`src/rtl/wb_arbiter2.sv`:
```
// wb_arbiter2: two-master Wishbone arbiter with round-robin priority.
// A grant is held for the whole cyc of its owner, so multi-word bursts
// from one master are never interleaved with the other.
// The state register doubles as the one-hot grant (IDLE=00, GNT0=01,
// GNT1=10), so o_grant is the FSM state exposed directly.
// Optional stall watchdog: define WB_ARB_WATCHDOG_EN to enable it.
//
// Handshake: each master raises cyc to request the bus and stb for each
// beat. A beat completes in the cycle where ack (or err) is high while
// stb is high and the master owns the grant. A non-owner keeps its
// cyc/stb asserted and waits; it never sees ack or err.
module wb_arbiter2 #(
    parameter int TIMEOUT_CYCLES = 255
) (
    input  logic        i_clk,
    input  logic        i_resetn,

    input  logic [31:0] s0_wb_adr_i,
    input  logic [31:0] s0_wb_dat_i,
    output logic [31:0] s0_wb_dat_o,
    input  logic        s0_wb_we_i,
    input  logic [3:0]  s0_wb_sel_i,
    input  logic        s0_wb_stb_i,
    input  logic        s0_wb_cyc_i,
    output logic        s0_wb_ack_o,
    output logic        s0_wb_err_o,

    input  logic [31:0] s1_wb_adr_i,
    input  logic [31:0] s1_wb_dat_i,
    output logic [31:0] s1_wb_dat_o,
    input  logic        s1_wb_we_i,
    input  logic [3:0]  s1_wb_sel_i,
    input  logic        s1_wb_stb_i,
    input  logic        s1_wb_cyc_i,
    output logic        s1_wb_ack_o,
    output logic        s1_wb_err_o,

    output logic [31:0] m_wb_adr_o,
    output logic [31:0] m_wb_dat_o,
    input  logic [31:0] m_wb_dat_i,
    output logic        m_wb_we_o,
    output logic [3:0]  m_wb_sel_o,
    output logic        m_wb_stb_o,
    output logic        m_wb_cyc_o,
    input  logic        m_wb_ack_i,
    input  logic        m_wb_err_i,

    output logic [1:0]  o_grant,
    output logic        o_busy
);

    typedef enum logic [1:0] {
        IDLE = 2'b00,
        GNT0 = 2'b01,
        GNT1 = 2'b10
    } state_t;

    state_t state;
    logic   last;       // master granted most recently; the other wins a tie
    logic   owner_stb;  // owner's strobe before watchdog masking
    logic   wd_err;

    // Arbitration FSM: grant on request, hold until the owner drops cyc.
    always_ff @(posedge i_clk) begin
        if (!i_resetn) begin
            state <= IDLE;
            last  <= 1'b1;
        end else begin
            case (state)
                IDLE: begin
                    if (s0_wb_cyc_i && s1_wb_cyc_i) begin
                        state <= last ? GNT0 : GNT1;
                    end else if (s0_wb_cyc_i) begin
                        state <= GNT0;
                    end else if (s1_wb_cyc_i) begin
                        state <= GNT1;
                    end
                end
                GNT0: begin
                    if (!s0_wb_cyc_i) begin
                        state <= IDLE;
                        last  <= 1'b0;
                    end
                end
                GNT1: begin
                    if (!s1_wb_cyc_i) begin
                        state <= IDLE;
                        last  <= 1'b1;
                    end
                end
                default: state <= IDLE;
            endcase
        end
    end

    assign o_grant = state;
    assign o_busy  = (state != IDLE);

    // Downstream mux selected by the registered grant; all zero when idle.
    always_comb begin
        m_wb_adr_o = 32'h0;
        m_wb_dat_o = 32'h0;
        m_wb_we_o  = 1'b0;
        m_wb_sel_o = 4'h0;
        owner_stb  = 1'b0;
        m_wb_cyc_o = 1'b0;
        case (state)
            GNT0: begin
                m_wb_adr_o = s0_wb_adr_i;
                m_wb_dat_o = s0_wb_dat_i;
                m_wb_we_o  = s0_wb_we_i;
                m_wb_sel_o = s0_wb_sel_i;
                owner_stb  = s0_wb_stb_i;
                m_wb_cyc_o = 1'b1;
            end
            GNT1: begin
                m_wb_adr_o = s1_wb_adr_i;
                m_wb_dat_o = s1_wb_dat_i;
                m_wb_we_o  = s1_wb_we_i;
                m_wb_sel_o = s1_wb_sel_i;
                owner_stb  = s1_wb_stb_i;
                m_wb_cyc_o = 1'b1;
            end
            default: ;
        endcase
    end

    // The watchdog cycle withdraws the strobe so the slave cannot also
    // complete the beat while the master is being told it failed.
    assign m_wb_stb_o = owner_stb & ~wd_err;

`ifdef WB_ARB_WATCHDOG_EN
    logic [15:0] wd_cnt;

    assign wd_err = owner_stb && !m_wb_ack_i && !m_wb_err_i &&
                    (wd_cnt == 16'(TIMEOUT_CYCLES));

    // Count stalled strobe cycles; any response, idle or a fire restarts it.
    always_ff @(posedge i_clk) begin
        if (!i_resetn) begin
            wd_cnt <= 16'h0;
        end else if (state == IDLE || m_wb_ack_i || m_wb_err_i || wd_err) begin
            wd_cnt <= 16'h0;
        end else if (owner_stb) begin
            wd_cnt <= wd_cnt + 16'h1;
        end
    end
`else
    logic [15:0] wd_limit_unused;

    assign wd_limit_unused = 16'(TIMEOUT_CYCLES);
    assign wd_err          = 1'b0;
`endif

    // Responses reach only the owner; read data is broadcast ungated.
    assign s0_wb_ack_o = m_wb_ack_i & o_grant[0];
    assign s1_wb_ack_o = m_wb_ack_i & o_grant[1];
    assign s0_wb_err_o = (m_wb_err_i | wd_err) & o_grant[0];
    assign s1_wb_err_o = (m_wb_err_i | wd_err) & o_grant[1];
    assign s0_wb_dat_o = m_wb_dat_i;
    assign s1_wb_dat_o = m_wb_dat_i;

endmodule

```
`config.mk`:
```
export PLATFORM = sky130hd
export DESIGN_NAME = wb_arbiter2
export DESIGN_NICKNAME = d
export VERILOG_FILES = /design/src/rtl/wb_arbiter2.sv
export SDC_FILE = /design/constraint.sdc
export NUM_CORES = 1
export LEC_CHECK = 0
export ABC_CLOCK_PERIOD_IN_PS = 3400
export BUFFER_PORTS_ARGS = -buffer_cell sky130_fd_sc_hd__buf_2
export CAP_MARGIN = 25
export CORE_AREA = 2 2 124 126
export CTS_CLUSTER_SIZE = 16
export DETAILED_ROUTE_END_ITERATION = 16
export DIE_AREA = 0 0 126 128
export SLEW_MARGIN = 0
export SYNTH_ARGS = -nofsm -noshare
export SYNTH_HDL_FRONTEND = slang
export SYNTH_SLANG_ARGS = --single-unit
```
`constraint.sdc`:
```
create_clock -name i_clk -period 3.4 [get_ports i_clk]
set_input_delay 0 -clock i_clk [delete_from_list [all_inputs] [get_ports i_clk]]
set_output_delay 0 -clock i_clk [all_outputs]
set_load 0.01 [all_outputs]
```
==> results of run 1 <==
[report_power, final]
group,total (mW),switching [mW],internal [mW]
sequential,0.0482,0.00713,0.0411
clock,0.189,0.0342,0.155
combinational,0.602,0.310,0.292
[final cells by class]
cell class / instances / area (um2)
clock buffers: 4 / 78.8
fillers: 1705 / 12200
inverters: 3 / 11.3
multi-input cells: 163 / 1140
flip-flops and latches: 3 / 60.1
well taps: 188 / 235
repair buffers: 226 / 1150
[metal layers]
layer,wire [um],global-route usage,vias up
met4,199,0.0259,0
li1,-,-,1119
met1,2840,0.0911,1004
met2,3710,0.146,178
met5,0,0,-
met3,999,0.0355,25
[through the flow]
step | hold WS [ns] | instance area (um2) | util
2_1_floorplan | 0.0762 | 1790 | -
3_3_place_gp | 0.000104 | 2600 | 0.175
3_5_place_dp | 0.000104 | 2600 | 0.175
4_1_cts | 0.000104 | 2680 | 0.180
5_1_grt | 0.0000247 | 2680 | 0.180
6_report | 0.00000682 | 2680 | 0.180
[sequential cells by signal, summed over array words and instances, names as in the netlist]
register	flops
o_grant	2
last	1
[cells in the mapped netlist]
master	instances	area [um2]
clkbuf_1	7	26.3
nand2b_1	2	12.5
inv_1	2	7.51
inv_2	1	3.75
buf_2	16	80.1
a21o_1	1	7.51
nand2_1	3	11.3
o31a_2	1	10.0
nor2b_1	70	438
nor2_1	1	3.75
o21ai_0	1	5.00
buf_4	64	480
mux2i_1	2	20.0
a22oi_1	71	533
nand4_1	1	6.26
dfxtp_1	3	60.1
a21oi_1	2	10.0
and2_1	4	25.0
ha_1	4	50.1
[final timing paths]
check,depth (start not counted),slack [ns],to
setup / recovery,4,1.25,m_wb_dat_o[10]
hold reg to reg,2,0.53,o_grant[0]
hold / removal,0,0.000007,s0_wb_dat_o[28]
setup reg to reg,6,1.50,o_grant[0]
[cells by family after synthesis]
kind of cell	share of synthesized area
buf+inv	0.334
simple gates	0.277
compound gates	0.316
fa+ha+maj	0.0280
flops	0.0335
mux	0.0112
==> reports/results.ini, run 1 <==
[critical_path]
start_kind = flop
crit_family = adder cells
required_ns = 3.40
r2r-start = o_grant[1]
arrival_ns = 2.15
end_kind = output port
critPathLaunch = o_grant[0]
worstPathCellList = inv_1 -> ha_2 -> nor2b_1 -> buf_2
crit_fanout = 71
crit_type = reg -> out
slowest_delay_ns = 1.00
path_buf_inv = 2
crit_slowest_cell = ha_2

[floorplan]
start_util = 0.120
die_x_um = 126
fp.dieH_um = 128
fp.coreArea_um2 = 14900
num_rows = 45
dieArea_um2 = 16100
ios = 320

[sta]
fin_setup_tns_ns = 0
fin_skew_ns = 0.00163
finalHoldViolCount = 0
final-max-slew-violation-count = 0
fmax_mhz = 465
slew_headroom = 0.339
worst_slack_ns = 1.25
setup_viol = 0
period_share = 0.632
rsz0062_at_grt = false
tightest_slew_ns = 0.992
period_minus_slack_ns = 2.15

[yosys]
synthesis.nets = 438
synth.cell_area_um2 = 1790
syn_inst = 256
netlist-cell-type-count = 19
yosys_warnings = 0
ys_seq_area_frac = 0.0335
ys_ff_latch = 3
synth_area_per_cell_um2 = 6.99

[layout]
drive_gt1_frac = 0.586
layout_commonest_cell = buf_2
fin_nets = 582
area_growth_pct = 49.5
layout_common_cells = 223 x buf_2, 71 x a22oi_1, 70 x nor2b_1, 4 x and2_1
antenna_cells = 0
final_cells = 587

[drt]
via_per_inst = 3.96
drc_errors = 0
num_vias = 2326
drt-pass1-iter-count = 4
drt-total-wl_um = 7740
wl_per_cell_um = 13.2
dr.first_iter.drc_count = 66
ant_nets = 0

[power]
power_density_nw_per_um2 = 313
power_uw = 839
ir_drop_v = 0.000398
leakage_nw = 1.33

[placement]
post-dp-hpwl_um = 6360
pre_cts_ws_ns = 1.47
place_congestion = 0.707
io_buffers = 223
placed_cells = 583

[grt]
grt_pass1_vias = 2070
grt_pass1_wl_um = 11000
antenna_found_initial = 0
overflow = 0
grt_usage = 0.0833
grt_max_degree = 72

[clock_tree]
tritoncts = done
clkTransAtPathRegs_ns = 0.03
cts_buffers = 3
postCtsSetupBuffers = 0
cts_hold_buf = 0
htreeDepth = 1
cts-resized-gates = 0
clockBufferDepth = 2
cts.sinks = 3
cts-root-buf = clkbuf_16
clk_latency_ns = 0.23

[min_path]
min-delay-start = m_wb_dat_i[28]
hp-class = in -> out

[status]
status = finished clean

[flow_run]
cap_violations = 0

(Power assumes the default switching activity.)
==> run 2: changes to the inputs <==
--- a/config.mk
+++ b/config.mk
@@ -5,13 +5,13 @@
 export SDC_FILE = /design/constraint.sdc
 export NUM_CORES = 1
 export LEC_CHECK = 0
-export ABC_CLOCK_PERIOD_IN_PS = 3400
+export ABC_CLOCK_PERIOD_IN_PS = 2200
 export BUFFER_PORTS_ARGS = -buffer_cell sky130_fd_sc_hd__buf_2
 export CAP_MARGIN = 25
-export CORE_AREA = 2 2 124 126
+export CORE_AREA = 2 2 123 125
 export CTS_CLUSTER_SIZE = 16
 export DETAILED_ROUTE_END_ITERATION = 16
-export DIE_AREA = 0 0 126 128
+export DIE_AREA = 0 0 125 127
 export SLEW_MARGIN = 0
 export SYNTH_ARGS = -nofsm -noshare
 export SYNTH_HDL_FRONTEND = slang
==> constraint.sdc (replaced) <==
create_clock -name i_clk -period 2.2 [get_ports i_clk]
set_input_delay 0 -clock i_clk [delete_from_list [all_inputs] [get_ports i_clk]]
set_output_delay 0 -clock i_clk [all_outputs]
set_load 0.01 [all_outputs]
==> reports/results.ini, run 2 (same netlist as run 1, synthesis figures left out) <==
[clock_tree]
cts_hold_buf = 0  ; unchanged
postCtsSetupBuffers = 0  ; unchanged
cts.sinks = 3  ; unchanged
cts_buffers = 3  ; unchanged
clk_latency_ns = 0.23  ; about the same
cts-root-buf = clkbuf_16
htreeDepth = 1  ; unchanged
clockBufferDepth = 2  ; unchanged
tritoncts = done
clkTransAtPathRegs_ns = 0.03  ; about the same

[sta]
final-max-slew-violation-count = 0  ; unchanged
setup_viol = 0  ; unchanged
fmax_mhz = 555
rsz0062_at_grt = false
tightest_slew_ns = 0.416  ; -0.576 ns
fin_setup_tns_ns = 0  ; unchanged
period_minus_slack_ns = 1.80
period_share = 0.819
fin_skew_ns = 0.000413  ; -0.00122 ns
slew_headroom = 0.722  ; +0.384
finalHoldViolCount = 0  ; unchanged

[drt]
drt-pass1-iter-count = 4  ; unchanged
via_per_inst = 3.95  ; -0.39%
drt-total-wl_um = 7360  ; -4.9%
ant_nets = 0  ; unchanged
num_vias = 2309  ; -0.73%
drc_errors = 0  ; unchanged
dr.first_iter.drc_count = 73  ; +11%
wl_per_cell_um = 12.6  ; -4.6%

[min_path]
hp-class = in -> out
hold_path_depth = 0  ; unchanged
min_to = s0_wb_dat_o[21]
min-delay-start = m_wb_dat_i[21]

[floorplan]
num_rows = 44  ; -2.2%
dieArea_um2 = 15900  ; -1.6%
start_util = 0.124  ; +0.00368
fp.coreArea_um2 = 14400  ; -3.0%
die_x_um = 125  ; -0.79%
fp.dieH_um = 127  ; -0.78%
ios = 320  ; unchanged

[power]
p_comb_frac = 0.715  ; -0.002
p_int_uw = 761  ; +56%
seq_power_share = 0.059  ; +0.002
p_switching_uw = 538  ; +53%
clockPowerShare = 0.226  ; about the same
power_density_nw_per_um2 = 482  ; +54%
power.share.switching = 0.414  ; -0.00441
power_mw = 1.30  ; +55%
leakage_nw = 1.34  ; +0.91%
ir_drop_v = 0.000519  ; +30%

[critical_path]
crit_fanout = 41  ; -42%
r2r-start = o_grant[1]
rr_worst_depth = 5  ; -1
start_kind = flop
required_ns = 2.20  ; -1.20 ns
r2r-end = o_grant[1]
crit_type = reg -> out
arrival_ns = 1.80  ; -0.35 ns
end_kind = output port
ff2ff_setup_slack_ns = 0.69  ; -0.81 ns
critPathLaunch = o_grant[0]

[layout]
layout_common_cells = 223 x buf_2, 71 x a22oi_1, 70 x nor2b_1, 4 x and2_1, 4 x buf_4
final_cells = 585  ; -0.34%
drive_gt1_frac = 0.589  ; +0.00206
area_growth_pct = 50.6
layout_commonest_cell = buf_2
antenna_cells = 0  ; unchanged
fin_nets = 584  ; +0.34%
finish.utilization = 0.187  ; +0.00689
n_fill_cell = 1666  ; -2.3%
largest_reg_flops = 2  ; unchanged

[grt]
grt_max_degree = 42  ; -42%
grt_usage = 0.0829  ; -0.000464
overflow = 0  ; unchanged
grt_pass1_wl_um = 11100  ; +0.81%
antenna_found_initial = 0  ; unchanged
grt_pass1_vias = 2166  ; +4.6%

[placement]
placed_cells = 581  ; -0.34%
io_buffers = 223  ; unchanged
place_congestion = 0.734  ; +3.8%
post-dp-hpwl_um = 6210  ; -2.4%

[status]
status = finished clean

[flow_run]
cap_violations = 0  ; unchanged

==> run 2: cell count changes in the layout (fill, tap and decap cells not counted), sizes merged <==
cell,change
buf,+2
==> run 2: layout make-up <==
type	count	area [um2]	share of cell area
clock buffers	4	78.8	0.0292
inverters	3	11.3	0.00418
well taps	184	230	0.0854
multi-input cells	163	1150	0.426
flip-flops and latches	3	60.1	0.0223
repair buffers	228	1170	0.432
==> run 2: what timing repair did <==
action,4_1_cts,5_1_grt
setup endpoints to repair,0,6
endpoints found under the hold margin,0,0
gates resized for setup,0,1
==> run 2: worst max path at each step <==
stage | end | slack (ns) | cells after the start
after floorplan | m_wb_adr_o[0] | 0.81 | 4
after global placement | m_wb_adr_o[29] | 0.41 | 5
after detailed placement | m_wb_adr_o[29] | 0.39 | 5
after CTS | m_wb_adr_o[29] | 0.15 | 5
after global routing | m_wb_adr_o[29] | 0.23 | 5
final | m_wb_adr_o[14] | 0.40 | 5
==> run 2: power groups by stage <==
stage	Sequential [mW]	Combinational, mW	Clock, mW
floorplan	0.0754	0.703	0
global placement	0.0748	0.922	0
detailed placement	0.0756	0.929	0
CTS	0.0749	0.934	0.296
global route	0.0789	1.04	0.302
finish	0.0763	0.930	0.293
==> run 2: worst max-delay path: stages, from the launching register on <==
cell	delay, ns
dfxtp_1	0.46
inv_1	0.13
ha_2	0.34
buf_4	0.29
nor2b_1	0.20
buf_2	0.14
==> run 2: routing by layer <==
layer / up-vias / global-route usage / routed length (um)
met5: - / 0 / 0
met4: 0 / 0.00719 / 42
met3: 7 / 0.0335 / 984
met2: 189 / 0.156 / 3630
met1: 993 / 0.0906 / 2700
li1: 1120 / - / -
==> run 2: metrics by stage <==
stage	hold slack (ns)	worst slack [ns]	cell area (um2)
2_1_floorplan	0.0762	0.810	1790
3_3_place_gp	0.000106	0.408	2610
3_5_place_dp	0.000106	0.393	2610
4_1_cts	0.000106	0.153	2690
5_1_grt	0.0000181	0.233	2700
6_report	0.00000765	0.398	2700
==> run 3: changes to the inputs <==
--- a/config.mk
+++ b/config.mk
@@ -5,13 +5,14 @@
 export SDC_FILE = /design/constraint.sdc
 export NUM_CORES = 1
 export LEC_CHECK = 0
-export ABC_CLOCK_PERIOD_IN_PS = 2200
+export ABC_AREA = 1
+export ABC_CLOCK_PERIOD_IN_PS = 1700
 export BUFFER_PORTS_ARGS = -buffer_cell sky130_fd_sc_hd__buf_2
 export CAP_MARGIN = 25
-export CORE_AREA = 2 2 123 125
+export CORE_AREA = 2 2 126 128
 export CTS_CLUSTER_SIZE = 16
 export DETAILED_ROUTE_END_ITERATION = 16
-export DIE_AREA = 0 0 125 127
+export DIE_AREA = 0 0 128 130
 export SLEW_MARGIN = 0
 export SYNTH_ARGS = -nofsm -noshare
 export SYNTH_HDL_FRONTEND = slang
==> constraint.sdc (replaced) <==
create_clock -name i_clk -period 1.7 [get_ports i_clk]
set_input_delay 0 -clock i_clk [delete_from_list [all_inputs] [get_ports i_clk]]
set_output_delay 0 -clock i_clk [all_outputs]
set_load 0.01 [all_outputs]
==> reports/results.ini, run 3 <==
[status]
status = finished clean

[critical_path]
required_ns = 1.70  ; -0.50 ns
crit_fanout = 27  ; -34%
start_kind = flop
ff2ff_setup_slack_ns = 0.38  ; -0.31 ns
path_buf_inv = 3  ; unchanged
arrival_ns = 1.57  ; -0.23 ns
worstPathCellList = inv_1 -> ha_2 -> buf_12 -> nand2_1 -> a21oi_1 -> buf_2
crit_slowest_cell = dfxtp_2
crit_type = reg -> out
slowest_delay_ns = 0.34  ; -0.12 ns
crit_family = buffers and inverters
end_kind = output port

[sta]
finalHoldViolCount = 0  ; unchanged
slew_headroom = 0.870  ; +0.148
rsz0062_at_grt = true
final-max-slew-violation-count = 0  ; unchanged
setup_viol = 0  ; unchanged
tightest_slew_ns = 0.193  ; -0.224 ns
fin_skew_ns = 0.00272  ; +0.00231 ns
whs_ns = 0.00000327  ; -0.00000439 ns
period_minus_slack_ns = 1.57
period_share = 0.926
fmax_mhz = 635

[layout]
largest_reg_flops = 2  ; unchanged
final_cells = 684  ; +17%
area_growth_pct = 55.4
fin_nets = 673  ; +15%
layout_commonest_cell = buf_2
finish.utilization = 0.178  ; -0.00929
n_fill_cell = 1825  ; +9.5%
layout_common_cells = 223 x buf_2, 153 x nand2_1, 72 x a21oi_1, 9 x inv_1
drive_gt1_frac = 0.496  ; -0.0926

[drt]
drt-total-wl_um = 8100  ; +10%
dr.first_iter.drc_count = 56  ; -23%
drc_errors = 0  ; unchanged
via_per_inst = 3.71  ; -6.1%
num_vias = 2535  ; +9.8%
drt-pass1-iter-count = 4  ; unchanged
wl_per_cell_um = 11.8  ; -5.9%
ant_nets = 0  ; unchanged

[yosys]
yosys_warnings = 0  ; unchanged
synthesis.nets = 522  ; +19%
ys.flop_type = dfxtp_1
ys_ff_latch = 3  ; unchanged
synth_area_leaders = buf_4 33%, nand2_1 33%, a21oi_1 20%, dfxtp_1 3.4%, ha_1 2.8%
netlist-cell-type-count = 14  ; -5
syn_inst = 340  ; +33%
synth_most_common_cell = nand2_1
synth.cell_area_um2 = 1760  ; -1.5%
synth_area_per_cell_um2 = 5.19  ; -26%
netlist_top_cells_count = 153 x nand2_1, 78 x buf_4, 72 x a21oi_1, 9 x inv_1, 7 x clkbuf_1
async_flop_share = 0  ; unchanged
yosys.area.top_type_share = 0.332  ; +0.0345
ys_seq_area_frac = 0.0341  ; +0.000524
yosys.area.top_type = buf_4
synth_edf_count = 0  ; unchanged

[floorplan]
ios = 320  ; unchanged
start_util = 0.114  ; -0.00984
die_x_um = 128  ; +2.4%
num_rows = 46  ; +4.5%
dieArea_um2 = 16600  ; +4.8%
fp.coreArea_um2 = 15400  ; +6.9%
fp.dieH_um = 130  ; +2.4%

[clock_tree]
cts-resized-gates = 0  ; unchanged
cts-root-buf = clkbuf_16
clkTransAtPathRegs_ns = 0.03  ; about the same
tritoncts = done
cts_buffers = 3  ; unchanged
clockBufferDepth = 2  ; unchanged
postCtsSetupBuffers = 0  ; unchanged
clk_latency_ns = 0.23  ; about the same
cts_hold_buf = 0  ; unchanged
htreeDepth = 1  ; unchanged
cts.sinks = 3  ; unchanged

[min_path]
hp-class = in -> out

[grt]
grt_pass1_wl_um = 10800  ; -3.5%
overflow = 0  ; unchanged
antenna_found_initial = 2  ; +2
grt_pass1_vias = 2219  ; +2.4%
grt_usage = 0.0842  ; +0.00138
grt_max_degree = 54  ; +29%

[placement]
place_congestion = 0.708  ; -3.6%
io_buffers = 223  ; unchanged
placed_cells = 677  ; +17%
post-dp-hpwl_um = 6360  ; +2.4%

[flow_run]
cap_violations = 0  ; unchanged

[power]
leakage_nw = 1.47  ; +10%
ir_drop_v = 0.000360  ; -31%
power_density_nw_per_um2 = 1000  ; +110%

[run 3: cell count changes in the layout (fill, tap and decap cells not counted), sizes merged, moves of 2 or more]
cell    change
nor2        +4
and2        -4
mux2i       -2
nor2b      -70
nand2     +152
diode       +2
inv         +8
nand2b      -2
buf         +4
a21oi      +70
a22oi      -71
[run 3: metal layers]
metal / vias to the layer above / track usage / wire (um) / share of wire
li1: 1305 / - / - / -
met1: 1056 / 0.0821 / 3010 / 0.37
met2: 150 / 0.156 / 4010 / 0.50
met3: 24 / 0.0283 / 777 / 0.096
met4: 0 / 0.0485 / 297 / 0.037
met5: - / 0 / 0 / 0
[run 3: worst paths after layout]
check	start	to	cells past startpoint
worst max register to register	o_grant[1]	last	6
worst min-delay path	m_wb_dat_i[25]	s1_wb_dat_o[25]	0
worst max-delay path	o_grant[1]	m_wb_dat_o[18]	6
worst min register to register	last	last	2
[run 3: cell type report]
class,count,area [um2],area share
timing repair buffer,233,1270,0.465
antenna,2,5.00,0.00183
clock buffer,4,78.8,0.0288
multi-input combinational,239,1040,0.379
sequential,3,61.3,0.0224
tap,192,240,0.0877
inverter,11,41.3,0.0151
[run 3: where the power goes]
| group | internal (mW) | total, mW | switching, mW | leakage (nW) |
|---|---|---|---|---|
| Sequential | 0.0940 | 0.115 | 0.0210 | 0.0251 |
| Combinational | 0.879 | 2.25 | 1.37 | 1.41 |
| Clock | 0.310 | 0.376 | 0.0667 | 0.0382 |
| Total | 1.28 | 2.75 | 1.46 | 1.47 |
[run 3: stage by stage]
step	setup WS [ns]	total power [mW]	instance area (um2)	TNS [ns]
6_report	0.126	2.75	2740	0
5_1_grt	-0.0174	3.05	2740	-0.0177
4_1_cts	0.00433	2.73	2710	0
3_5_place_dp	0.257	2.34	2630	0
3_3_place_gp	0.305	2.34	2630	0
2_1_floorplan	0.331	1.56	1760	0
[run 3: logic make-up after synthesis]
kind of cell,Yosys count,synth area share
buffers and inverters,98,0.380
adders and majority gates,4,0.0284
and+or+nand+nor,161,0.348
DFF,3,0.0341
AOI/OAI and AO/OA,74,0.210
